[src/rtl/wb_mul_responder.sv]
// Wishbone classic responder wrapped around a shift-add WIDTH x WIDTH multiplier.
// Register window (word select = adr[3:2]):
//   0x0 CTRL   W: bit0 start, bit2 irq_en   R: bit0 busy, bit1 done, bit2 irq_en
//   0x4 OPA    operand A
//   0x8 OPB    operand B
//   0xC RESULT product (read only)
//
// state  | meaning
// S_IDLE | no multiply in progress, start accepted
// S_RUN  | one shift-add iteration per cycle, WIDTH cycles total
module wb_mul_responder #(
  parameter int          WIDTH     = 5,
  parameter logic [31:0] BASE_ADDR = 32'h3000_0000,
  parameter logic [31:0] ADDR_MASK = 32'hFFFF_FFF0
) (
  input  logic        wb_clk_i,
  input  logic        wb_rst_ni,
  input  logic        wbs_stb_i,
  input  logic        wbs_cyc_i,
  input  logic        wbs_we_i,
  input  logic [3:0]  wbs_sel_i,
  input  logic [31:0] wbs_dat_i,
  input  logic [31:0] wbs_adr_i,
  output logic        wbs_ack_o,
  output logic [31:0] wbs_dat_o,
  output logic        irq_o,
  output logic        busy_o
);

  localparam int PW = 2 * WIDTH;
  localparam int CW = $clog2(WIDTH + 1);

  typedef enum logic {S_IDLE, S_RUN} state_t;

  state_t          state_q, state_d;
  logic            hit, req, wr_en;
  logic            wr_ctrl, wr_opa, wr_opb;
  logic            start_go, last_iter;
  logic [WIDTH-1:0] opa_q, opb_q, mplier_q;
  logic [PW-1:0]   mcand_q, acc_q, acc_sum, result_q;
  logic [CW-1:0]   count_q;
  logic            done_q, irq_en_q;
  logic [31:0]     rd_data;

  assign hit      = (wbs_adr_i & ADDR_MASK) == BASE_ADDR;
  // Blocking req while ack is high forces a one-cycle gap between back-to-back accesses.
  assign req      = wbs_stb_i & wbs_cyc_i & hit & ~wbs_ack_o;
  assign wr_en    = req & wbs_we_i & wbs_sel_i[0];
  assign wr_ctrl  = wr_en & (wbs_adr_i[3:2] == 2'd0);
  assign wr_opa   = wr_en & (wbs_adr_i[3:2] == 2'd1);
  assign wr_opb   = wr_en & (wbs_adr_i[3:2] == 2'd2);

  assign busy_o    = (state_q == S_RUN);
  assign start_go  = wr_ctrl & wbs_dat_i[0] & ~busy_o;
  assign last_iter = busy_o & (count_q == CW'(WIDTH - 1));
  assign acc_sum   = acc_q + (mplier_q[0] ? mcand_q : '0);

  assign irq_o = done_q & irq_en_q;

  // State register.
  always_ff @(posedge wb_clk_i or negedge wb_rst_ni) begin
    if (!wb_rst_ni) state_q <= S_IDLE;
    else            state_q <= state_d;
  end

  // Next-state: run for WIDTH iterations after an accepted start.
  always_comb begin
    state_d = state_q;
    case (state_q)
      S_IDLE:  if (start_go) state_d = S_RUN;
      S_RUN:   if (last_iter) state_d = S_IDLE;
      default: state_d = S_IDLE;
    endcase
  end

  // Read mux; RESULT forwards the final sum so a read on the completion edge sees it.
  always_comb begin
    rd_data = '0;
    case (wbs_adr_i[3:2])
      2'd0: rd_data[2:0]       = {irq_en_q, done_q, busy_o};
      2'd1: rd_data[WIDTH-1:0] = opa_q;
      2'd2: rd_data[WIDTH-1:0] = opb_q;
      2'd3: rd_data[PW-1:0]    = last_iter ? acc_sum : result_q;
      default: rd_data = '0;
    endcase
  end

  // Bus response: single-cycle registered ack, read data only alongside a read ack.
  always_ff @(posedge wb_clk_i or negedge wb_rst_ni) begin
    if (!wb_rst_ni) begin
      wbs_ack_o <= 1'b0;
      wbs_dat_o <= '0;
    end else begin
      wbs_ack_o <= req;
      wbs_dat_o <= (req & ~wbs_we_i) ? rd_data : '0;
    end
  end

  // Software-visible registers: operands, irq enable, sticky done, result.
  always_ff @(posedge wb_clk_i or negedge wb_rst_ni) begin
    if (!wb_rst_ni) begin
      opa_q    <= '0;
      opb_q    <= '0;
      irq_en_q <= 1'b0;
      done_q   <= 1'b0;
      result_q <= '0;
    end else begin
      if (wr_opa)  opa_q    <= wbs_dat_i[WIDTH-1:0];
      if (wr_opb)  opb_q    <= wbs_dat_i[WIDTH-1:0];
      if (wr_ctrl) irq_en_q <= wbs_dat_i[2];
      if (start_go)       done_q <= 1'b0;
      else if (last_iter) done_q <= 1'b1;
      if (last_iter) result_q <= acc_sum;
    end
  end

  // Shift-add datapath: operands are snapshotted at start so later writes cannot disturb a run.
  always_ff @(posedge wb_clk_i or negedge wb_rst_ni) begin
    if (!wb_rst_ni) begin
      mcand_q  <= '0;
      mplier_q <= '0;
      acc_q    <= '0;
      count_q  <= '0;
    end else if (start_go) begin
      mcand_q  <= {{WIDTH{1'b0}}, opa_q};
      mplier_q <= opb_q;
      acc_q    <= '0;
      count_q  <= '0;
    end else if (busy_o) begin
      acc_q    <= acc_sum;
      mcand_q  <= mcand_q << 1;
      mplier_q <= mplier_q >> 1;
      count_q  <= count_q + CW'(1);
    end
  end

endmodule

[config.mk]
export PLATFORM = sky130hd
export DESIGN_NAME = wb_mul_responder
export DESIGN_NICKNAME = d
export VERILOG_FILES = /design/src/rtl/wb_mul_responder.sv
export SDC_FILE = /design/constraint.sdc
export NUM_CORES = 1
export LEC_CHECK = 0
export BUFFER_PORTS_ARGS = -buffer_cell sky130_fd_sc_hd__buf_2
export CAP_MARGIN = 20
export CORE_ASPECT_RATIO = 1.2
export CORE_UTILIZATION = 47
export DETAILED_ROUTE_END_ITERATION = 8
export PLACE_DENSITY = 0.88
export SKIP_CTS_REPAIR_TIMING = 1
export SLEW_MARGIN = 10
export SYNTH_ARGS = -nofsm -noshare
export SYNTH_HDL_FRONTEND = slang
export SYNTH_SLANG_ARGS = --single-unit
[constraint.sdc]
create_clock -name wb_clk_i -period 2.3 [get_ports wb_clk_i]
set_input_delay 0.115 -clock wb_clk_i [delete_from_list [all_inputs] [get_ports wb_clk_i]]
set_output_delay 0.115 -clock wb_clk_i [all_outputs]
set_load 0.01 [all_outputs]
Yosys cells after proc, flatten, opt, wreduce, memory -nomap -nowiden:

Cells that the tools add are included.

* logic and storage cells: 57
* bits of input ports: 73
* output and inout bits: 35
* bits in registers: 62

* reduce and logical (&&, ||, !) cells: 3
* equality and inequality tests: 5
* bitwise gates (word level): 16
* add/sub/neg operators: 2
* mux-type cells: 19

Operator list (number)
* $mux 10: 7
* $eq 28x26->1 const B: 1
* $mux 5: 3
* $and 1x1->1: 13
* $pmux 3 s4: 1
* $add 10x10->10: 1
* $mux 3: 2
* $pmux 2 s3: 1
* $eq 2x2->1 const B: 2
* $mux 1: 4
* $reduce_bool 2->1: 2
* $add 3x1->3 const B: 1
* $eq 3x3->1 const B: 1
* $not 1->1: 3
* $eq 2x1->1 const B: 1
* $logic_not 2->1: 1
* $pmux 1 s2: 1

Depth between registers and ports, before layout:

* depth in word-level cells: 10
* depth in mapped cells: 10
* mapped depth without buffers: 9

Worst setup path after synthesis:

No wires, ideal clock.

* kind: reg-to-reg
* start: register mplier_q[0]
* end: register acc_q[9]
* required time: 2178 ps
* setup time: 122 ps
* path buffers: 1
* data arrival time: 2289 ps
* stages on the path, launching flop included: 9
* period minus slack after synthesis: 2410 ps
* path slack: -110 ps
* cells stage by stage: dfrtp_1 -> clkbuf_1 -> and2_1 -> ha_1 -> and2_4 -> a221oi_4 -> a211oi_2 -> or4_1 -> a32o_1

* word-level cells in the longest chain between the ends: 4

Ends and longest elaborated chain
* start: declaration: line 39 `logic [WIDTH-1:0] opa_q, opb_q, mplier_q;`
* start signal: assignment: line 126 `mplier_q <= opb_q;`
* start signal: assignment: line 132 `mplier_q <= mplier_q >> 1;`
* $mux 10: line 56 `assign acc_sum = acc_q + (mplier_q[0] ? mcand_q : '0);`
* $add 10x10->10: line 56
* $mux 10: line 129 `end else if (busy_o) begin`
* $mux 10: line 124 `end else if (start_go) begin`
* end signal: assignment: line 130 `acc_q <= acc_sum;`
* end: declaration: line 40 `logic [PW-1:0] mcand_q, acc_q, acc_sum, result_q;`

Every way passes these cells. The select of a mux whose other input is x is not followed.
A chain may end at the register's enable or synchronous reset.

Worst setup path in the final report:

Same ends and word-level chain as after synthesis.

==> summary.md <==
| Metric | Value |
|---|---|
| Syn-to-layout area delta | 20.3% |
| Vias in the first global route | 2,634 |
| Crit Path Max Fanout | 7 |
| R2R Setup Slk | -0.05 ns |
| Syn Area/Cell | 10.4 um2 |
| Routed Antenna Nets | 0 |
| Final net count | about 490 |
| DR vias/cell | around 5.6 |
| Leakage | just under 0.002 uW |
| Synth async-reset ratio | between 90% and 100% |
| Post-synthesis cell count | approximately 340 |
| Register clock-pin slew on the reported worst setup and hold paths | roughly 0.07 ns |
| Cts bufs inserted | 9 |
| Worst EP required | ~2.6 ns |
| Critical Path AT | about 2.6 ns |
| Post-synthesis sequential area ratio | ~44% |
| Setup ws final | -0.0524 ns |
| Initial DRC count | around 170 |
| Most frequent cells after synthesis | dfrtp_1, nand2_1, buf_4 |
| Worst R2R End | acc_q[9] |
| HP Class | input port to flop |
| Hold_ws | between 0.001 and 0.0015 ns |
| Share of cells above drive strength 1 | a little under a third |
| HPWL after detailed placement | around 5800 um |
| First-pass GRT wire length | ~12,000 um |
| Final min period | ~2.4 ns |
| DRC Markers | 0 |
| Final number of max-transition violations | 0 |
| TNS Setup | -0.109 ns |
| Hold path depth | 2 |
| Area leader, netlist | dfrtp_1 |
| Top cell type's share of synthesized area | about 44% |
| Worst r2r path cells | 7 |
| Total routed wirelength | between 8000 and 9000 um |
| CTS tree | yes |
| Routability Congestion | about 0.88 |
| Clk sinks | 62 |
| Number of max-cap violations | 0 |
| Ant. Diodes | 0 |
| Gr usage total | about a fifth |
| Outcome | finished, violations left |
| CTS Buffer Depth | 2 |
| Largest net degree at the start of global routing | 29 |
| Pwr Density | about 570 mW/mm2 |
| Mapped Area | between 0.003 and 0.004 mm2 |
| Global route total overflow | 0 |
| Vias | approximately 2,800 |
| Die Wd | roughly 81 um |
| Die Ht | approximately 97 um |
| RSZ-0062 raised after global routing | yes |
| Largest cells by area after synthesis | dfrtp_1, nand2_1, buf_4, ha_1, mux2_2 |
| Tcrit/Tclk final | 102% |
| Core Area | ~0.0072 mm2 |
| Slew @ Worst Pin | 0.639 ns |
| Hold EP | opb_q[4] |
| FF-to-FF Start | mplier_q[0] |
| Hold Path Origin | wbs_dat_i[4] |
| IO buf count | between 50 and 60 |
| I/O pin count | 108 |
| YS warnings | 0 |
| Crit Path Class | flop to flop |
| Violated checks | negative setup slack |
| Max rail drop VDD | approximately 0.4 mV |
| Final Setup Violations | 4 |
| Post-synth EDFFs | 0 |
| Clk_skew | between 0.005 and 0.006 ns |
| Top-count cell post-synth | dfrtp_1 |
| Ys flop type | dfrtp_1 |
| Initial antenna violation count | 0 |
| Max_slew headroom | between 50% and 60% |
| Synthesis-stage register bit count | 62 |
| Fill count | just under 600 |
| Worst Setup End Kind | flop |
| CP startpoint kind | flop |
| Register area | ~0.0016 mm2 |
| CTS Root Cell | clkbuf_8 |
| Worst-Skew Late Latency | between 0.3 and 0.4 ns |
| Initial DRT Pass Iterations | 5 |
| Starting Density | 48.4% |
| Final hold vios | 0 |
| DIE AREA | 0.00779 mm2 |
| CTS H-tree lvls | 3 |
| Area of the multi-input gates | approximately 0.0018 mm2 |
| Wirelength per Cell | roughly 16 um |
| Achievable Freq | 425 MHz |
| Dpl ws | -0.120 ns |
| Yosys cell types | between 60 and 70 |
| Row cnt | 34 |
stage by stage:
| stage | area, um2 | cells | total power, uW | utilization (%) |
|---|---|---|---|---|
| detailed placement | 3880 | 482 | 1220 | 53.6 |
| global placement | 3880 | 482 | 1210 | 53.6 |
| floorplan | 3600 | 358 | 1170 | - |
| finish | 4210 | 501 | 2380 | 58.2 |
| global route | 4210 | 501 | 2450 | 58.2 |
| CTS | 4120 | 498 | 2390 | 57.0 |
critical path: stages (launching register included):
cell and delay, ns:
dfrtp_2 0.44, and2_4 0.16, ha_4 0.23, and2_4 0.15, a221oi_4 0.36, a211oi_4 0.13
or4_1 0.54, a32o_1 0.23
logic make-up (layout without fill, tap and decap cells):
| group | Yosys count | after routing | share of synthesized area, % |
|---|---|---|---|
| buffers and inverters | 44 | 97 | 7.37 |
| AO/OA/AOI/OAI | 69 | 69 | 13.9 |
| multiplexers | 24 | 24 | 8.33 |
| adder cells (fa/ha/maj) | 12 | 12 | 4.51 |
| flip-flops | 62 | 62 | 44.3 |
| other | 1 | 22 | 0.107 |
| AND/OR/NAND/NOR | 120 | 120 | 20.2 |
| XOR/XNOR | 5 | 5 | 1.25 |
flip-flops by register name, summed over array words and instances, names as in the netlist, 3 cells and up:
| register | count |
|---|---|
| acc_q | 10 |
| mcand_q | 10 |
| result_q | 10 |
| opa_q | 5 |
| opb_q | 5 |
| count_q | 3 |
| mplier_q | 5 |
| wbs_dat_o | 10 |
cells in the final DEF, fill, tap and decap left out, types with 3 or more instances in the layout:
master	netlist	routed
o32ai_1	3	3
inv_1	9	8
and2_4	1	3
clkbuf_8	0	9
o31ai_1	4	4
conb_1	1	22
a21oi_1	7	7
bufinv_16	0	3
buf_2	2	53
o21ai_1	3	6
buf_4	22	17
a31oi_1	5	5
nand3_1	7	7
or3_1	4	3
and2_1	9	7
and2b_1	4	4
nor3_1	3	3
nor2_1	12	12
ha_1	11	8
o21a_1	5	5
o21ai_0	19	16
xnor2_1	3	3
dfrtp_1	62	61
mux4_2	3	3
o22ai_1	3	3
mux2i_1	10	10
nand2_1	55	55
nor4_4	3	3
mux2_2	11	11
report_power, final:
part / switching (uW) / internal (uW) / total (uW)
combinational: 71.6 / 38.8 / 110
sequential: 0.0000407 / 1090 / 1090
clock: 462 / 722 / 1180
area by class of cell:
class	instances	area share [%]
repair buffers	72	9.81
clock buffers	9	2.94
well taps	90	2.68
multi-input cells	252	43.9
flip-flops and latches	62	36.9
clock inverters	7	2.91
inverters	9	0.803
metal layers:
metal / global-route usage, % / up-vias / part of all wire, %
li1: - / 1302 / -
met1: 24.8 / 1396 / 39
met2: 35.4 / 102 / 54
met3: 6.38 / 29 / 4.8
met4: 9.97 / 0 / 3.0
met5: 0 / - / 0
worst max-delay path by stage:
stage | slack, ns | from | cells after the start | to
6_report | -0.05 | mplier_q[0] | 7 | acc_q[9]
3_5_place_dp | -0.12 | mplier_q[0] | 9 | wbs_dat_o[4]
2_1_floorplan | 0.006 | mplier_q[0] | 10 | wbs_dat_o[4]
4_1_cts | -0.15 | mplier_q[0] | 9 | wbs_dat_o[4]
3_3_place_gp | -0.08 | mplier_q[0] | 9 | wbs_dat_o[4]
5_1_grt | -0.14 | mplier_q[0] | 9 | wbs_dat_o[4]
Power figures use the tool's default switching activity.
